### config.mk
export PLATFORM = sky130hd
export DESIGN_NAME = laser_link_receiver
export DESIGN_NICKNAME = d
export VERILOG_FILES = /design/src/rtl/laser_pkg.sv /design/src/rtl/laser_rx_lane.sv /design/src/rtl/laser_link_receiver.sv
export SDC_FILE = /design/constraint.sdc
export NUM_CORES = 1
export LEC_CHECK = 0
export CAP_MARGIN = 20
export CORE_MARGIN = 1.5
export CORE_UTILIZATION = 27
export DETAILED_ROUTE_END_ITERATION = 8
export GPL_ROUTABILITY_DRIVEN = 1
export HOLD_SLACK_MARGIN = 0.03
export PLACE_DENSITY = 0.52
export SLEW_MARGIN = 20
export SYNTH_ARGS = -nofsm -noshare
export SYNTH_HDL_FRONTEND = slang
export SYNTH_SLANG_ARGS = --single-unit
export TNS_END_PERCENT = 1
### constraint.sdc
create_clock -name clock -period 4.8 [get_ports clock]
set_clock_uncertainty 0.05 [all_clocks]
set_input_delay 0.48 -clock clock [delete_from_list [all_inputs] [get_ports clock]]
set_output_delay 0.48 -clock clock [all_outputs]
set_load 0.01 [all_outputs]
### src/rtl/laser_pkg.sv
// Shared types and line-level constants for the dual-lane laser link receiver.
// Build option LASER_RX_PARITY_EN (see laser_rx_lane) changes the frame to 11 bits.
package laser_pkg;

    localparam int   LASER_DATA_W    = 8;
    localparam logic LASER_IDLE_LVL  = 1'b0;
    localparam logic LASER_START_LVL = 1'b1;

    typedef enum logic [2:0] {
        IDLE,
        START,
        DATA,
        PARITY,
        STOP
    } rx_state_t;

endpackage

### src/rtl/laser_rx_lane.sv
// One laser lane: 2-FF synchronizer plus oversampling frame FSM (LSB first, idle low).
// Build option LASER_RX_PARITY_EN adds an even-parity bit between d7 and stop.
//
// state  | meaning
// IDLE   | line idle, waiting for synchronised start level
// START  | confirming start bit at its middle; a low sample is a glitch
// DATA   | sampling d0..d7 mid-bit into the shift register
// PARITY | sampling the parity bit mid-bit
// STOP   | sampling stop bit; deliver byte or flag lane_err, then IDLE
module laser_rx_lane
    import laser_pkg::*;
#(
    parameter int OVERSAMPLE = 8
) (
    input  logic                    clock,
    input  logic                    reset,
    input  logic                    line_in,
    output logic [LASER_DATA_W-1:0] lane_byte,
    output logic                    lane_done,
    output logic                    lane_err
);

    localparam int CNT_W = $clog2(OVERSAMPLE);
    localparam int BIT_W = $clog2(LASER_DATA_W);
    localparam logic [CNT_W-1:0] HALF_M1  = CNT_W'(OVERSAMPLE / 2 - 1);
    localparam logic [CNT_W-1:0] FULL_M1  = CNT_W'(OVERSAMPLE - 1);
    localparam logic [BIT_W-1:0] BIT_LAST = BIT_W'(LASER_DATA_W - 1);

    logic                    sync1_q, sync2_q;
    rx_state_t               state_q, state_d;
    logic [CNT_W-1:0]        cnt_q, cnt_d;
    logic [BIT_W-1:0]        bit_q, bit_d;
    logic [LASER_DATA_W-1:0] shreg_q, shreg_d;
    logic [LASER_DATA_W-1:0] byte_q, byte_d;
    logic                    done_q, done_d;
    logic                    err_q, err_d;
    logic                    stop_ok;
`ifdef LASER_RX_PARITY_EN
    logic                    par_q, par_d;
`endif

    always_ff @(posedge clock) begin
        if (reset) begin
            sync1_q <= LASER_IDLE_LVL;
            sync2_q <= LASER_IDLE_LVL;
            state_q <= IDLE;
            cnt_q   <= '0;
            bit_q   <= '0;
            shreg_q <= '0;
            byte_q  <= '0;
            done_q  <= 1'b0;
            err_q   <= 1'b0;
`ifdef LASER_RX_PARITY_EN
            par_q   <= 1'b0;
`endif
        end else begin
            sync1_q <= line_in;
            sync2_q <= sync1_q;
            state_q <= state_d;
            cnt_q   <= cnt_d;
            bit_q   <= bit_d;
            shreg_q <= shreg_d;
            byte_q  <= byte_d;
            done_q  <= done_d;
            err_q   <= err_d;
`ifdef LASER_RX_PARITY_EN
            par_q   <= par_d;
`endif
        end
    end

    // Even parity: the parity bit equals the XOR of the eight data bits.
`ifdef LASER_RX_PARITY_EN
    assign stop_ok = (sync2_q == LASER_IDLE_LVL) && (par_q == ^shreg_q);
`else
    assign stop_ok = (sync2_q == LASER_IDLE_LVL);
`endif

    always_comb begin
        state_d = state_q;
        cnt_d   = cnt_q + 1'b1;
        bit_d   = bit_q;
        shreg_d = shreg_q;
        byte_d  = byte_q;
        done_d  = 1'b0;
        err_d   = 1'b0;
`ifdef LASER_RX_PARITY_EN
        par_d   = par_q;
`endif
        case (state_q)
            IDLE: begin
                cnt_d = '0;
                if (sync2_q == LASER_START_LVL) state_d = START;
            end
            START: begin
                if (cnt_q == HALF_M1) begin
                    cnt_d   = '0;
                    bit_d   = '0;
                    state_d = (sync2_q == LASER_START_LVL) ? DATA : IDLE;
                end
            end
            DATA: begin
                if (cnt_q == FULL_M1) begin
                    cnt_d   = '0;
                    shreg_d = {sync2_q, shreg_q[LASER_DATA_W-1:1]};
                    if (bit_q == BIT_LAST) begin
`ifdef LASER_RX_PARITY_EN
                        state_d = PARITY;
`else
                        state_d = STOP;
`endif
                    end else begin
                        bit_d = bit_q + 1'b1;
                    end
                end
            end
`ifdef LASER_RX_PARITY_EN
            PARITY: begin
                if (cnt_q == FULL_M1) begin
                    cnt_d   = '0;
                    par_d   = sync2_q;
                    state_d = STOP;
                end
            end
`endif
            STOP: begin
                if (cnt_q == FULL_M1) begin
                    cnt_d   = '0;
                    state_d = IDLE;
                    if (stop_ok) begin
                        done_d = 1'b1;
                        byte_d = shreg_q;
                    end else begin
                        err_d = 1'b1;
                    end
                end
            end
            default: state_d = IDLE;
        endcase
    end

    assign lane_byte = byte_q;
    assign lane_done = done_q;
    assign lane_err  = err_q;

endmodule

### src/rtl/laser_link_receiver.sv
// Dual-lane laser link receiver top: two lane decoders, byte pairing with skew timeout.
// Build option LASER_RX_PARITY_EN is honoured by laser_rx_lane (11-bit frames with parity).
module laser_link_receiver
    import laser_pkg::*;
#(
    parameter int OVERSAMPLE = 8,
    parameter int SKEW_MAX   = 64
) (
    input  logic                    clock,
    input  logic                    reset,
    input  logic                    laser1_in,
    input  logic                    laser2_in,
    output logic [LASER_DATA_W-1:0] data1_in,
    output logic [LASER_DATA_W-1:0] data2_in,
    output logic                    data_valid,
    output logic                    frame_error,
    output logic                    skew_error
);

    localparam int SK_W = $clog2(SKEW_MAX + 1);

    logic [LASER_DATA_W-1:0] lane1_byte, lane2_byte;
    logic                    lane1_done, lane2_done, lane1_err, lane2_err;

    logic                    f1_q, f1_d, f2_q, f2_d;
    logic [LASER_DATA_W-1:0] b1_q, b1_d, b2_q, b2_d;
    logic [LASER_DATA_W-1:0] d1_q, d1_d, d2_q, d2_d;
    logic [SK_W-1:0]         skew_q, skew_d;
    logic                    valid_q, valid_d, serr_q, serr_d, ferr_q;
    logic                    f1_set, f2_set, dup;

    laser_rx_lane #(.OVERSAMPLE(OVERSAMPLE)) u_lane1 (
        .clock     (clock),
        .reset     (reset),
        .line_in   (laser1_in),
        .lane_byte (lane1_byte),
        .lane_done (lane1_done),
        .lane_err  (lane1_err)
    );

    laser_rx_lane #(.OVERSAMPLE(OVERSAMPLE)) u_lane2 (
        .clock     (clock),
        .reset     (reset),
        .line_in   (laser2_in),
        .lane_byte (lane2_byte),
        .lane_done (lane2_done),
        .lane_err  (lane2_err)
    );

    always_ff @(posedge clock) begin
        if (reset) begin
            f1_q    <= 1'b0;
            f2_q    <= 1'b0;
            b1_q    <= '0;
            b2_q    <= '0;
            d1_q    <= '0;
            d2_q    <= '0;
            skew_q  <= '0;
            valid_q <= 1'b0;
            serr_q  <= 1'b0;
            ferr_q  <= 1'b0;
        end else begin
            f1_q    <= f1_d;
            f2_q    <= f2_d;
            b1_q    <= b1_d;
            b2_q    <= b2_d;
            d1_q    <= d1_d;
            d2_q    <= d2_d;
            skew_q  <= skew_d;
            valid_q <= valid_d;
            serr_q  <= serr_d;
            ferr_q  <= lane1_err | lane2_err;
        end
    end

    assign f1_set = f1_q | lane1_done;
    assign f2_set = f2_q | lane2_done;
    assign dup    = (f1_q & lane1_done) | (f2_q & lane2_done);

    // Pairing wins over the timeout, so a lane finishing on the last skew cycle still pairs.
    always_comb begin
        b1_d    = lane1_done ? lane1_byte : b1_q;
        b2_d    = lane2_done ? lane2_byte : b2_q;
        f1_d    = f1_set;
        f2_d    = f2_set;
        d1_d    = d1_q;
        d2_d    = d2_q;
        skew_d  = skew_q;
        valid_d = 1'b0;
        serr_d  = 1'b0;
        if (f1_set && f2_set) begin
            d1_d    = b1_d;
            d2_d    = b2_d;
            valid_d = 1'b1;
            serr_d  = dup;
            f1_d    = 1'b0;
            f2_d    = 1'b0;
            skew_d  = '0;
        end else if (dup) begin
            serr_d = 1'b1;
            skew_d = '0;
        end else if (lane1_done || lane2_done) begin
            skew_d = '0;
        end else if (f1_q ^ f2_q) begin
            if (skew_q == SK_W'(SKEW_MAX - 1)) begin
                f1_d   = 1'b0;
                f2_d   = 1'b0;
                serr_d = 1'b1;
                skew_d = '0;
            end else begin
                skew_d = skew_q + 1'b1;
            end
        end
    end

    assign data1_in    = d1_q;
    assign data2_in    = d2_q;
    assign data_valid  = valid_q;
    assign frame_error = ferr_q;
    assign skew_error  = serr_q;

endmodule

* Yosys cells after proc, flatten, opt, wreduce, memory -nomap -nowiden
Cells that the tools add are included.
** Operators by class
- Add/sub/neg operators :: 5
- Equal/unequal tests :: 25
- Mux-type cells :: 49
- Bitwise logic cells :: 13
- Reductions and logical operators :: 20
** Operators by type and width (number)
- 2-to-1 mux 3 bit :: 20
- one-hot mux 3 bit (4 select lines) :: 2
- inequality test 2 x 1 -> 1 bit (second input constant) :: 10
- == test 3 bit (second input constant) :: 6
- 2-to-1 mux 1 bit :: 18
- one-hot mux 3 bit (3 select lines) :: 2
- 2-to-1 mux 8 bit :: 2
- adder 3 x 1 -> 3 bit (second input constant) :: 4
- == test 3 x 2 -> 1 bit (second input constant) :: 4
- one-hot mux 3 bit (2 select lines) :: 2
- AND reduction 5 bit :: 2
- AND reduction 4 bit :: 2
- adder 7 x 1 -> 7 bit (second input constant) :: 1
- == test 7 x 6 -> 1 bit (second input constant) :: 1
- 2-to-1 mux 7 bit :: 1
- == test 3 x 1 -> 1 bit (second input constant) :: 2
- logical NOT 3 bit :: 2
- NOT 1 bit :: 6
- AND reduction 3 bit :: 2
- OR reduction 2 bit :: 3
- OR reduction 3 bit :: 2
- 2-to-1 mux 2 bit :: 2
- inequality test 2 bit (second input constant) :: 2
- bitwise OR 1 bit :: 4
- 7 further kinds :: 10
** Word-level totals
- Bits in registers :: 102
- Output and inout port bits :: 19
- Word-level logic and storage cells :: 140

* Depth between registers and ports, before layout
- Word-level depth :: 6
- Depth in mapped cells :: 7

* Modules after synthesis
From an unflattened synthesis, not the netlist that was laid out.
** Second synthesis, totals
- Cell total of the unflattened synthesis :: 422
- Area, all modules :: 4289.1 µm²
** Modules (own cells, without submodules)
- laser_link_receiver :: times used 1, cells each 154, area each 1694.1 µm²
- laser_rx_lane (u_lane1) :: times used 1, cells each 143, area each 1353.8 µm²
- laser_rx_lane (u_lane2) :: times used 1, cells each 125, area each 1241.2 µm²

* Worst setup path after synthesis
No wires, ideal clock.
- Path type :: register to register
- From :: reg u_lane1.cnt_q[0]
- To :: reg u_lane1.shreg_q[7]
- Arrival time :: 1.539 ns
- Data required time :: 4.622 ns
- Slack :: 3.083 ns
- Stages on the path, launching flop included :: 8
- Buffers on the path :: 1
- Cell sequence :: dfxtp_1 -> ha_1 -> ha_1 -> inv_1 -> nor4b_1 -> buf_2 -> mux2i_1 -> nor2_1
** Between the ends
- Longest elaborated chain between the ends :: 2
** RTL lines
- start: declaration :: line laser_rx_lane.sv:31 : logic [CNT_W-1:0] cnt_q, cnt_d;
- start signal: assignment :: line laser_rx_lane.sv:60 : cnt_q <= cnt_d;
- == test 3 bit :: line laser_rx_lane.sv:103 : if (cnt_q == FULL_M1) begin
- AND reduction 2 bit (no source line)
- end signal: assignment :: line laser_rx_lane.sv:62 : shreg_q <= shreg_d;
- end: declaration :: line laser_rx_lane.sv:33 : logic [LASER_DATA_W-1:0] shreg_q, shreg_d;
Every way passes these cells.
A chain may end at the register's enable or synchronous reset.

* Worst setup path after layout
- From :: reg u_lane1.cnt_q[0]
- To :: reg u_lane1.shreg_q[4]
Same word-level chain as after synthesis.

==> results.md <==
* Status: finished clean
* Yosys warnings at 0
* Slowest cell on the critical path: nor4b_4
* Slew headroom at 46.69%
* Gp weighted congestion at 0.7253
* CP most frequent cell: ha_1
* Num ports at 23
* Buffer depth of the longest clock path at 2
* Area grow syn2layout at 16.94%
* Drt pass-1 iters at 4
* Hold_buf cts at 0
* Most frequent cells in the layout: dfxtp_1, nor2_1, mux2i_1
* CP endpoint kind: flip-flop
* Final Util at 32.34%
* Via density at 4.446
* Leak Pwr at 1.766 nW
* Commonest non-fill, non-tap cell in the layout: dfxtp_1
* Data arrival, critical path at 2.21 ns
* Clock network power share at 46.5%
* Clock transition at path regs at 0.06 ns
* Period utilization at 43.07%
* Via count at 2712
* Final hold slack at 0.3748 ns
* Total CTS buffers at 9
* Sequential share of power at 51.9%
* Met3 WL post-DR at 92 um
* Yosys reg bits at 102
* Worst Path Required at 4.95 ns
* Min-delay worst type: flip-flop to flip-flop
* Synthesized area per cell at 9.813 um2
* Max Transition Viols Final at 0
* Congestion Overflow GR at 0
* Root Driver: clkbuf_16
* Worst path max stage delay at 0.64 ns
* Kind of critical path: flip-flop to flip-flop
* Synthesized cell area at 4004 um2
* Slew @ Worst Pin at 0.7996 ns
* WL met2 at 3.139 mm
* H-Tree Depth at 3
* Logic pwr share at 1.6%
* Die X-Extent at 124.8 um
* # port buffers at 22
* Fraction of layout instances using a drive strength above 1 at 5.399%
* DRC at 0
* Largest net degree at the start of global routing at 79
* Post-Synthesis Cells at 408
* Post-CTS sizing at 0
* Die footprint at 15570 um2
* Final hold vios at 0
* GR Util All Layers at 9.600%
* Pwr dens at 351.5 nW/um2
* Minimum clock period at 2.067 ns
* Internal Power at 1.319 mW
* Post-route ant nets at 0
* Core Area at 14480 um2
* DRT iter0 DRCs at 141
* Sw frac at 19.82%
* Vias in the first global route at 2616
* Worst vdd ir at 0.1691 mV
* Die height at 124.8 um
* Setup violations, final at 0
* Clk sinks at 102
* Synth unique cells at 48
* Max frequency at 0.4837 GHz
* R2R setup slack at 2.73 ns
* Worst Setup Start Kind: flip-flop
* First-pass GRT wire length at 12.45 mm
* Setup Buffers After CTS at 0
* Routed len/inst at 11.64 um
* Highest routed layer: met4
* Mapped Nets at 425
* CP max FO at 8
* Antenna diodes at 0
* Sw power at 0.3262 mW
* Maximum capacitance violations at 0
* RSZ-0062 raised after global routing: false
* Worst-skew pair later-pin latency at 0.34 ns
* TritonCTS clock tree: yes
* Power, Total at 1.646 mW
* Delay-heaviest family, CP: simple AND/OR/NAND/NOR gates
* Worst Path Buf+Inv at 1
* Antenna violations before repair at 0
* Post-DP HPWL at 4.666 mm
* FP Rows at 44
* Routed length on met1 at 3.718 mm
* NumNets Final at 438
* Cell chain of the critical path: ha_1, ha_1, inv_1, nor4b_4, mux2i_1, nor2_1
* Setup_tns at 0 ns
* Total routed wirelength at 7.102 mm
* Sequential share of the synthesized area at 51.00%
* Initial Utilization at 27.65%
-- flip-flops by register name, indices dropped and copies added, names as in the netlist, 7 cells and up --
name               flops
skew_q                 7
u_lane1.shreg_q        8
data2_in               8
data1_in               8
b1_q                   8
u_lane1.lane_byte      8
u_lane2.shreg_q        8
u_lane2.lane_byte      8
b2_q                   8
-- cells by family (layout without fill, tap and decap cells) --
| kind of cell | after synthesis | in the layout | synth area share (%) |
|---|---|---|---|
| flops | 102 | 102 | 51.00 |
| xor+xnor | 6 | 6 | 1.312 |
| compound gates | 46 | 46 | 6.750 |
| mux | 57 | 57 | 14.41 |
| fa+ha+maj | 15 | 15 | 4.563 |
| simple gates | 150 | 150 | 18.16 |
| buf+inv | 32 | 50 | 3.812 |
-- metal layers --
metal	GRT usage (%)	up-vias
met3	1.675	11
met5	0	-
met4	4.868	0
met2	14.90	19
li1	-	1410
met1	12.80	1272
-- power groups by stage --
stage	sequential, mW	combinational, mW	clock, mW
after CTS	0.853	0.0273	0.788
after floorplan	0.870	0.0226	0
final	0.854	0.0266	0.765
after global placement	0.873	0.0267	0
after global routing	0.854	0.0298	0.827
after detailed placement	0.873	0.0274	0
-- synthesized netlist by cell type (all sizes together) --
| library cell | number | area [um2] |
|---|---|---|
| nand4bb | 1 | 11.26 |
| or2b | 2 | 15.01 |
| a221oi | 1 | 8.760 |
| a2111o | 1 | 11.26 |
| a21o | 1 | 7.510 |
| nand3b | 6 | 45.04 |
| nand4b | 2 | 17.52 |
| xnor2 | 2 | 17.52 |
| mux2i | 55 | 550.5 |
| o21ai | 25 | 125.1 |
| clkbuf | 12 | 45.04 |
| a21oi | 9 | 45.04 |
| a211oi | 2 | 15.01 |
| maj3 | 2 | 20.02 |
| o22ai | 1 | 6.260 |
| and3b | 1 | 8.760 |
| dfxtp | 102 | 2042 |
| o22a | 1 | 10.01 |
| a221o | 1 | 10.01 |
| nor2b | 8 | 50.05 |
| nand2b | 2 | 12.51 |
| nand4 | 2 | 18.77 |
| nor2 | 73 | 274.0 |
| ha | 13 | 162.7 |
| a21boi | 1 | 7.510 |
| o31ai | 1 | 7.510 |
| xor2 | 4 | 35.03 |
| mux2 | 2 | 26.27 |
| or2 | 1 | 6.260 |
| and2 | 4 | 25.02 |
| and3 | 3 | 18.77 |
| a311oi | 1 | 8.760 |
| nor3b | 3 | 22.52 |
| inv | 9 | 33.78 |
| buf | 11 | 73.82 |
| nand2 | 28 | 105.1 |
| nor4b | 5 | 50.04 |
| nor3 | 6 | 30.03 |
| nand3 | 2 | 10.01 |
| o211ai | 1 | 7.510 |
| nor4 | 1 | 6.260 |
-- worst paths after layout --
path	start	end	cells after the start
setup reg to reg	u_lane1.cnt_q[0]	u_lane1.shreg_q[4]	6
setup / recovery	u_lane1.cnt_q[0]	u_lane1.shreg_q[4]	6
hold / removal	u_lane1.cnt_q[0]	u_lane1.cnt_q[0]	1
hold reg to reg	u_lane1.cnt_q[0]	u_lane1.cnt_q[0]	1
-- per-stage QoR --
step           std cells  setup WS (ns)  instance area [um2]
6_report             610          2.733                 4682
5_1_grt              610          2.580                 4682
4_1_cts              610          2.416                 4673
3_5_place_dp         594          2.417                 4359
3_3_place_gp         594          2.501                 4359
2_1_floorplan        408          3.083                 4004
-- final cells by class --
class	count	area [um2]
clock buffer	12	236.5
clock inverter	4	77.57
fill	1475	9797
inverter	9	33.78
multi-input combinational	274	1824
sequential	102	2042
tap	184	230.2
timing repair buffer	25	237.7
Note: power is estimated with default switching activity, not from simulation.
